<file path="src/rtl/mem_port_arbiter.sv">
// ============================================================================
// Module   : mem_port_arbiter
// Brief    : Two-port (core/loader) arbiter sequencing a fixed-latency memory.
//            Define MEM_ARB_CORE_PRIORITY_EN for fixed core priority.
// Revision : 1.0
// ============================================================================
`default_nettype none

module mem_port_arbiter #(
  parameter int AW      = 32,
  parameter int DW      = 32,
  parameter int MEM_LAT = 2
) (
  input  logic          clk,
  input  logic          rst,
  input  logic          req_c,
  input  logic          we_c,
  input  logic [AW-1:0] addr_c,
  input  logic [DW-1:0] wdata_c,
  input  logic          req_l,
  input  logic          we_l,
  input  logic [AW-1:0] addr_l,
  input  logic [DW-1:0] wdata_l,
  output logic          gnt_c,
  output logic          gnt_l,
  output logic          rdy_c,
  output logic          rdy_l,
  output logic [DW-1:0] rdata,
  output logic          busy,
  output logic          mem_en,
  output logic          mem_we,
  output logic [AW-1:0] mem_addr,
  output logic [DW-1:0] mem_wdata,
  input  logic [DW-1:0] mem_rdata
);

  typedef enum logic [1:0] {
    IDLE  = 2'd0,
    ISSUE = 2'd1,
    WAIT  = 2'd2,
    DONE  = 2'd3
  } state_t;

  localparam logic [3:0] c_lat    = 4'(MEM_LAT);
  localparam logic       c_port_c = 1'b0;
  localparam logic       c_port_l = 1'b1;

  state_t          state_q, state_d;
  logic [3:0]      cnt_q, cnt_d;
  logic            last_q, last_d;
  logic            own_q, own_d;
  logic            we_q, we_d;
  logic [AW-1:0]   addr_q, addr_d;
  logic [DW-1:0]   wdata_q, wdata_d;
  logic [DW-1:0]   rdata_q, rdata_d;
  logic            w_pick_l;

`ifdef MEM_ARB_CORE_PRIORITY_EN
  assign w_pick_l = req_l & ~req_c;
`else
  // Loader wins a tie only when the core was served last.
  assign w_pick_l = req_l & (~req_c | (last_q == c_port_c));
`endif

  always_comb begin
    state_d = state_q;
    cnt_d   = cnt_q;
    last_d  = last_q;
    own_d   = own_q;
    we_d    = we_q;
    addr_d  = addr_q;
    wdata_d = wdata_q;
    rdata_d = rdata_q;
    case (state_q)
      IDLE: begin
        if (req_c || req_l) begin
          own_d   = w_pick_l ? c_port_l : c_port_c;
          last_d  = w_pick_l ? c_port_l : c_port_c;
          we_d    = w_pick_l ? we_l     : we_c;
          addr_d  = w_pick_l ? addr_l   : addr_c;
          wdata_d = w_pick_l ? wdata_l  : wdata_c;
          state_d = ISSUE;
        end
      end
      ISSUE: begin
        cnt_d   = 4'd1;
        state_d = WAIT;
      end
      WAIT: begin
        cnt_d = cnt_q + 4'd1;
        if (cnt_q == c_lat) begin
          if (!we_q) rdata_d = mem_rdata;
          state_d = DONE;
        end
      end
      DONE:    state_d = IDLE;
      default: state_d = IDLE;
    endcase
  end

  always_ff @(posedge clk) begin
    if (rst) begin
      state_q <= IDLE;
      cnt_q   <= 4'd0;
      last_q  <= c_port_l;
      own_q   <= c_port_c;
      we_q    <= 1'b0;
      addr_q  <= '0;
      wdata_q <= '0;
      rdata_q <= '0;
    end else begin
      state_q <= state_d;
      cnt_q   <= cnt_d;
      last_q  <= last_d;
      own_q   <= own_d;
      we_q    <= we_d;
      addr_q  <= addr_d;
      wdata_q <= wdata_d;
      rdata_q <= rdata_d;
    end
  end

  assign busy      = (state_q != IDLE);
  assign gnt_c     = busy && (own_q == c_port_c);
  assign gnt_l     = busy && (own_q == c_port_l);
  assign rdy_c     = (state_q == DONE) && (own_q == c_port_c);
  assign rdy_l     = (state_q == DONE) && (own_q == c_port_l);
  assign mem_en    = (state_q == ISSUE);
  assign mem_we    = (state_q == ISSUE) && we_q;
  assign mem_addr  = addr_q;
  assign mem_wdata = wdata_q;
  assign rdata     = rdata_q;

endmodule

`default_nettype wire

</file>
<file path="config.mk">
export PLATFORM = sky130hd
export DESIGN_NAME = mem_port_arbiter
export DESIGN_NICKNAME = d
export VERILOG_FILES = /design/src/rtl/mem_port_arbiter.sv
export SDC_FILE = /design/constraint.sdc
export NUM_CORES = 1
export LEC_CHECK = 0
export ABC_AREA = 1
export CAP_MARGIN = 20
export CORE_MARGIN = 2
export CORE_UTILIZATION = 36
export CTS_CLUSTER_SIZE = 40
export DETAILED_ROUTE_END_ITERATION = 6
export PLACE_DENSITY = 0.79
export SLEW_MARGIN = 20
export SYNTH_ARGS = -nofsm -noshare
export SYNTH_HDL_FRONTEND = slang
export SYNTH_SLANG_ARGS = --single-unit
export TNS_END_PERCENT = 10
</file>
<file path="constraint.sdc">
create_clock -name clk -period 1.41 [get_ports clk]
set_input_delay 0.282 -clock clk [delete_from_list [all_inputs] [get_ports clk]]
set_output_delay 0.282 -clock clk [all_outputs]
set_load 0.05 [all_outputs]
</file>
==> impl_metrics.prom <==
# TYPE chip_impl_metric gauge
chip_impl_info{name="run_status",value="finished with violations"} 1
chip_impl_info{name="failed_checks",value="setup timing"} 1
chip_impl_metric{name="fin_worst_skew",unit="ns"} 0.00773
chip_impl_metric{name="multi_input_area",unit="mm2"} 0.00245
chip_impl_metric{name="die-height",unit="um"} 123
chip_impl_metric{name="final_min_period_over_clock_period",unit="%"} 113
chip_impl_metric{name="detail_route.drc_violations",unit=""} 0
chip_impl_metric{name="part_of_the_power_in_combinational_logic",unit="%"} 59.3
chip_impl_info{name="grt-busiest-layer",value="met2"} 1
chip_impl_metric{name="worst_setup_hold_path_clk_slew",unit="ns"} 0.07
chip_impl_metric{name="pwr-share-clk",unit="%"} 15.5
chip_impl_metric{name="switchingPower",unit="W"} 0.00741
chip_impl_metric{name="final_period_minus_worst_setup_slack",unit="ns"} 1.59
chip_impl_metric{name="clock_insertion_delay_at_the_later_pin_of_the_skew_report",unit="ns"} 0.35
chip_impl_metric{name="die_area",unit="mm2"} 0.0152
chip_impl_metric{name="post_synth_edffs",unit=""} 0
chip_impl_metric{name="number_of_buffers_on_the_longest_clock_path",unit=""} 2
chip_impl_metric{name="slew-limit-headroom",unit="%"} 79.5
chip_impl_metric{name="cts_buffers",unit=""} 9
chip_impl_info{name="tritoncts",value="built"} 1
chip_impl_metric{name="ctsHtreeMaxLevel",unit=""} 3
chip_impl_metric{name="worst_slew_pin_slew",unit="ns"} 0.308
chip_impl_metric{name="post_synth_num_cell_types",unit=""} 20
chip_impl_info{name="synthMostInstantiatedCell",value="sky130_fd_sc_hd__nor2_1"} 1
chip_impl_metric{name="drt.antenna.violating_nets",unit=""} 0
chip_impl_metric{name="ff_latch_area",unit="mm2"} 0.00210
chip_impl_metric{name="post_synth_instance_area",unit="mm2"} 0.00511
chip_impl_info{name="cell_at_the_root_of_the_clock_tree",value="sky130_fd_sc_hd__clkbuf_16"} 1
chip_impl_info{name="hold_path_class",value="register to register"} 1
chip_impl_metric{name="non_filler_cells_final",unit=""} 1297
chip_impl_metric{name="critical_path_required",unit="ns"} 1.13
chip_impl_metric{name="port-buffer-count",unit=""} 268
chip_impl_metric{name="synthesis.instances",unit=""} 830
chip_impl_info{name="crit_path_start_kind",value="register"} 1
chip_impl_metric{name="placementRows",unit=""} 43
chip_impl_metric{name="antenna_found_initial",unit=""} 0
chip_impl_metric{name="first_global_vias",unit=""} 5301
chip_impl_metric{name="worst_ir_drop_vdd",unit="mV"} 1.18
chip_impl_metric{name="synth-async-reset-ratio",unit="%"} 0
chip_impl_metric{name="net_count_reported_at_finish",unit=""} 1285
chip_impl_metric{name="drt_pre_antenna_iters",unit=""} 4
chip_impl_metric{name="final_core_utilization",unit="%"} 71.6
chip_impl_info{name="synth_ff_type",value="sky130_fd_sc_hd__dfxtp_1"} 1
chip_impl_metric{name="synth-seq-cells",unit=""} 105
chip_impl_info{name="critical_path_class",value="register to primary output"} 1
chip_impl_metric{name="globalRouteMet1Util",unit="%"} 23.6
chip_impl_metric{name="pwr_density",unit="mW/mm2"} 1810
chip_impl_metric{name="initial_drc_count",unit=""} 300
chip_impl_metric{name="power_report.internal_total",unit="W"} 0.0105
chip_impl_metric{name="detailedPlacementHpwl",unit="um"} 12200
chip_impl_metric{name="place.gp.congestion",unit=""} 0.837
chip_impl_metric{name="wl_per_cell",unit="um"} 12.9
chip_impl_metric{name="setup_ws_final",unit="ns"} -0.177
chip_impl_metric{name="grt_ovf",unit=""} 0
chip_impl_info{name="timing.critical_path.to_type",value="primary output"} 1
chip_impl_metric{name="swShare",unit="%"} 41.3
chip_impl_metric{name="slew_violations",unit=""} 0
chip_impl_metric{name="post_drt_via_cell_ratio",unit=""} 4.45
chip_impl_metric{name="cts_hold_repair.buffers",unit=""} 0
chip_impl_metric{name="floorplan.initialDensity",unit="%"} 36.8
chip_impl_metric{name="setup-violations-final",unit=""} 68
chip_impl_metric{name="groute.layer.met3.usage",unit="%"} 6.55
chip_impl_metric{name="detail_route.wirelength",unit="um"} 16700
chip_impl_metric{name="yosys_warnings",unit=""} 0
chip_impl_metric{name="synth_area_per_cell",unit="um2"} 6.15
chip_impl_info{name="yosysTopAreaCell",value="sky130_fd_sc_hd__dfxtp_1"} 1
chip_impl_info{name="rsz_0062_raised_after_global_routing",value="true"} 1
chip_impl_metric{name="areaGrowthSynthToFinish",unit="%"} 94.5
chip_impl_metric{name="detailroute.via_count",unit=""} 5776
chip_impl_metric{name="global_route.usage.met2",unit="%"} 36.2
chip_impl_metric{name="io_pins",unit=""} 269
chip_impl_metric{name="die_w",unit="um"} 123
chip_impl_metric{name="grt_use_total",unit="%"} 20.7
chip_impl_metric{name="leakagePower",unit="nW"} 4.71
chip_impl_metric{name="fill_cells",unit=""} 1066
chip_impl_info{name="synthTopCellsByArea",value="sky130_fd_sc_hd__dfxtp_1, sky130_fd_sc_hd__nor2_1, sky130_fd_sc_hd__nand2_1"} 1
chip_impl_metric{name="antenna_cells_inserted",unit=""} 0
chip_impl_metric{name="placedCellCount",unit=""} 1269
chip_impl_metric{name="post-synth-top-area-fraction",unit="%"} 41.2
chip_impl_info{name="netlist_top_cells_count",value="sky130_fd_sc_hd__nor2_1, sky130_fd_sc_hd__nand2_1, sky130_fd_sc_hd__inv_1"} 1
chip_impl_metric{name="clkSinkCount",unit=""} 105
chip_impl_metric{name="synth_fp_nets",unit=""} 1003
chip_impl_metric{name="critical_path_arrival",unit="ns"} 1.31
chip_impl_metric{name="grt_max_degree",unit=""} 47
chip_impl_metric{name="core_area",unit="mm2"} 0.0139
chip_impl_metric{name="share_seq_of_total_power",unit="%"} 25.2
chip_impl_metric{name="final_hold_viol_count",unit=""} 0
chip_impl_metric{name="maxClockFrequency",unit="MHz"} 630
chip_impl_metric{name="seq_area_frac_synth",unit="%"} 41.2
chip_impl_metric{name="critical_path.max_fanout",unit=""} 3
chip_impl_metric{name="drive_above_1_share",unit="%"} 18.0
chip_impl_metric{name="max_cap_violations",unit=""} 0
chip_impl_metric{name="wire_length_of_the_first_global_routing_pass",unit="um"} 24900
==> area by class of cell <==
cell class / instances / area share (%)
Inverter: 113 / 4.32
Multi-Input combinational cell: 567 / 24.7
Clock inverter: 7 / 1.03
Sequential cell: 105 / 21.2
Timing Repair Buffer: 316 / 44.2
Tap cell: 180 / 2.27
Clock buffer: 9 / 2.27
==> registers in the layout, indices dropped and copies added, names as in the netlist <==
| name | flops |
|---|---|
| we_q | 1 |
| rdata | 32 |
| state_q | 2 |
| own_q | 1 |
| mem_wdata | 32 |
| cnt_q | 4 |
| last_q | 1 |
| mem_addr | 32 |
==> repair_timing <==
item                                    4_1_cts  5_1_grt
setup buffers                                 1        3
gates cloned                                  0        8
hold endpoints to repair                      0        0
pin swaps                                     3       10
gates resized for setup                      17       46
endpoints found under the setup margin       18      103
==> path summary, 6_finish.rpt <==
| kind | start | to | slack [ns] | depth (start not counted) |
|---|---|---|---|---|
| setup reg to reg | state_q[1] | mem_wdata[15] | -0.09 | 10 |
| hold / removal | last_q | last_q | 0.48 | 2 |
| setup / recovery | state_q[0] | gnt_l | -0.18 | 5 |
| hold reg to reg | last_q | last_q | 0.48 | 2 |
==> cell usage in the layout, fill, tap and decap left out, drive strengths merged <==
master,instances
a21oi,7
a31oi,1
buf,145
bufinv,2
clkbuf,15
clkdlybuf4s50,165
clkinv,3
clkinvlp,1
dfxtp,105
ha,7
inv,114
nand2,208
nand3,5
nand3b,1
nor2,270
nor3,1
o21ai,67
==> power by group through the flow <==
stage	clock (W)	sequential, W	combinational [W]
final	0.00277	0.00453	0.0106
after global routing	0.00293	0.00461	0.0113
after CTS	0.00281	0.00451	0.00961
after detailed placement	0	0.00454	0.00944
after global placement	0	0.00451	0.00934
after floorplan	0	0.00649	0.00269
==> per-layer routing <==
metal  vias to the layer above  routed length [um]
met1                      2547                6710
met4                         0                 465
met5                         -                   0
li1                       2999                   -
met3                        30                1430
met2                       200                8110
==> worst max-delay path: stages, from the launching register on <==
cell	delay (ns)
sky130_fd_sc_hd__dfxtp_2	0.36
sky130_fd_sc_hd__inv_4	0.05
sky130_fd_sc_hd__ha_4	0.17
sky130_fd_sc_hd__buf_6	0.13
sky130_fd_sc_hd__nor2_4	0.10
sky130_fd_sc_hd__buf_12	0.14
==> stage by stage <==
step / setup TNS (ns) / total power, W / cell area (um2) / setup WS (ns) / hold slack [ns]
after CTS: -1.18 / 0.0169 / 9600 / -0.192 / 0.476
after global routing: -10.39 / 0.0188 / 9940 / -0.212 / 0.488
final: -3.17 / 0.0179 / 9940 / -0.177 / 0.481
after floorplan: -0.531 / 0.00917 / 5130 / -0.170 / 0.351
after global placement: -15.06 / 0.0138 / 9200 / -0.252 / 0.469
after detailed placement: -18.01 / 0.0140 / 9200 / -0.307 / 0.451
==> cell families (layout without fill, tap and decap cells) <==
kind of cell               after synthesis  in the layout  share of synthesized area (%)
adders and majority gates                7              7                           1.71
DFF                                    105            105                           41.2
buffers and inverters                  158            445                           13.5
AOI/OAI and AO/OA                       75             75                           7.59
and+or+nand+nor                        485            485                           36.0
Power figures use the tool's default switching activity.
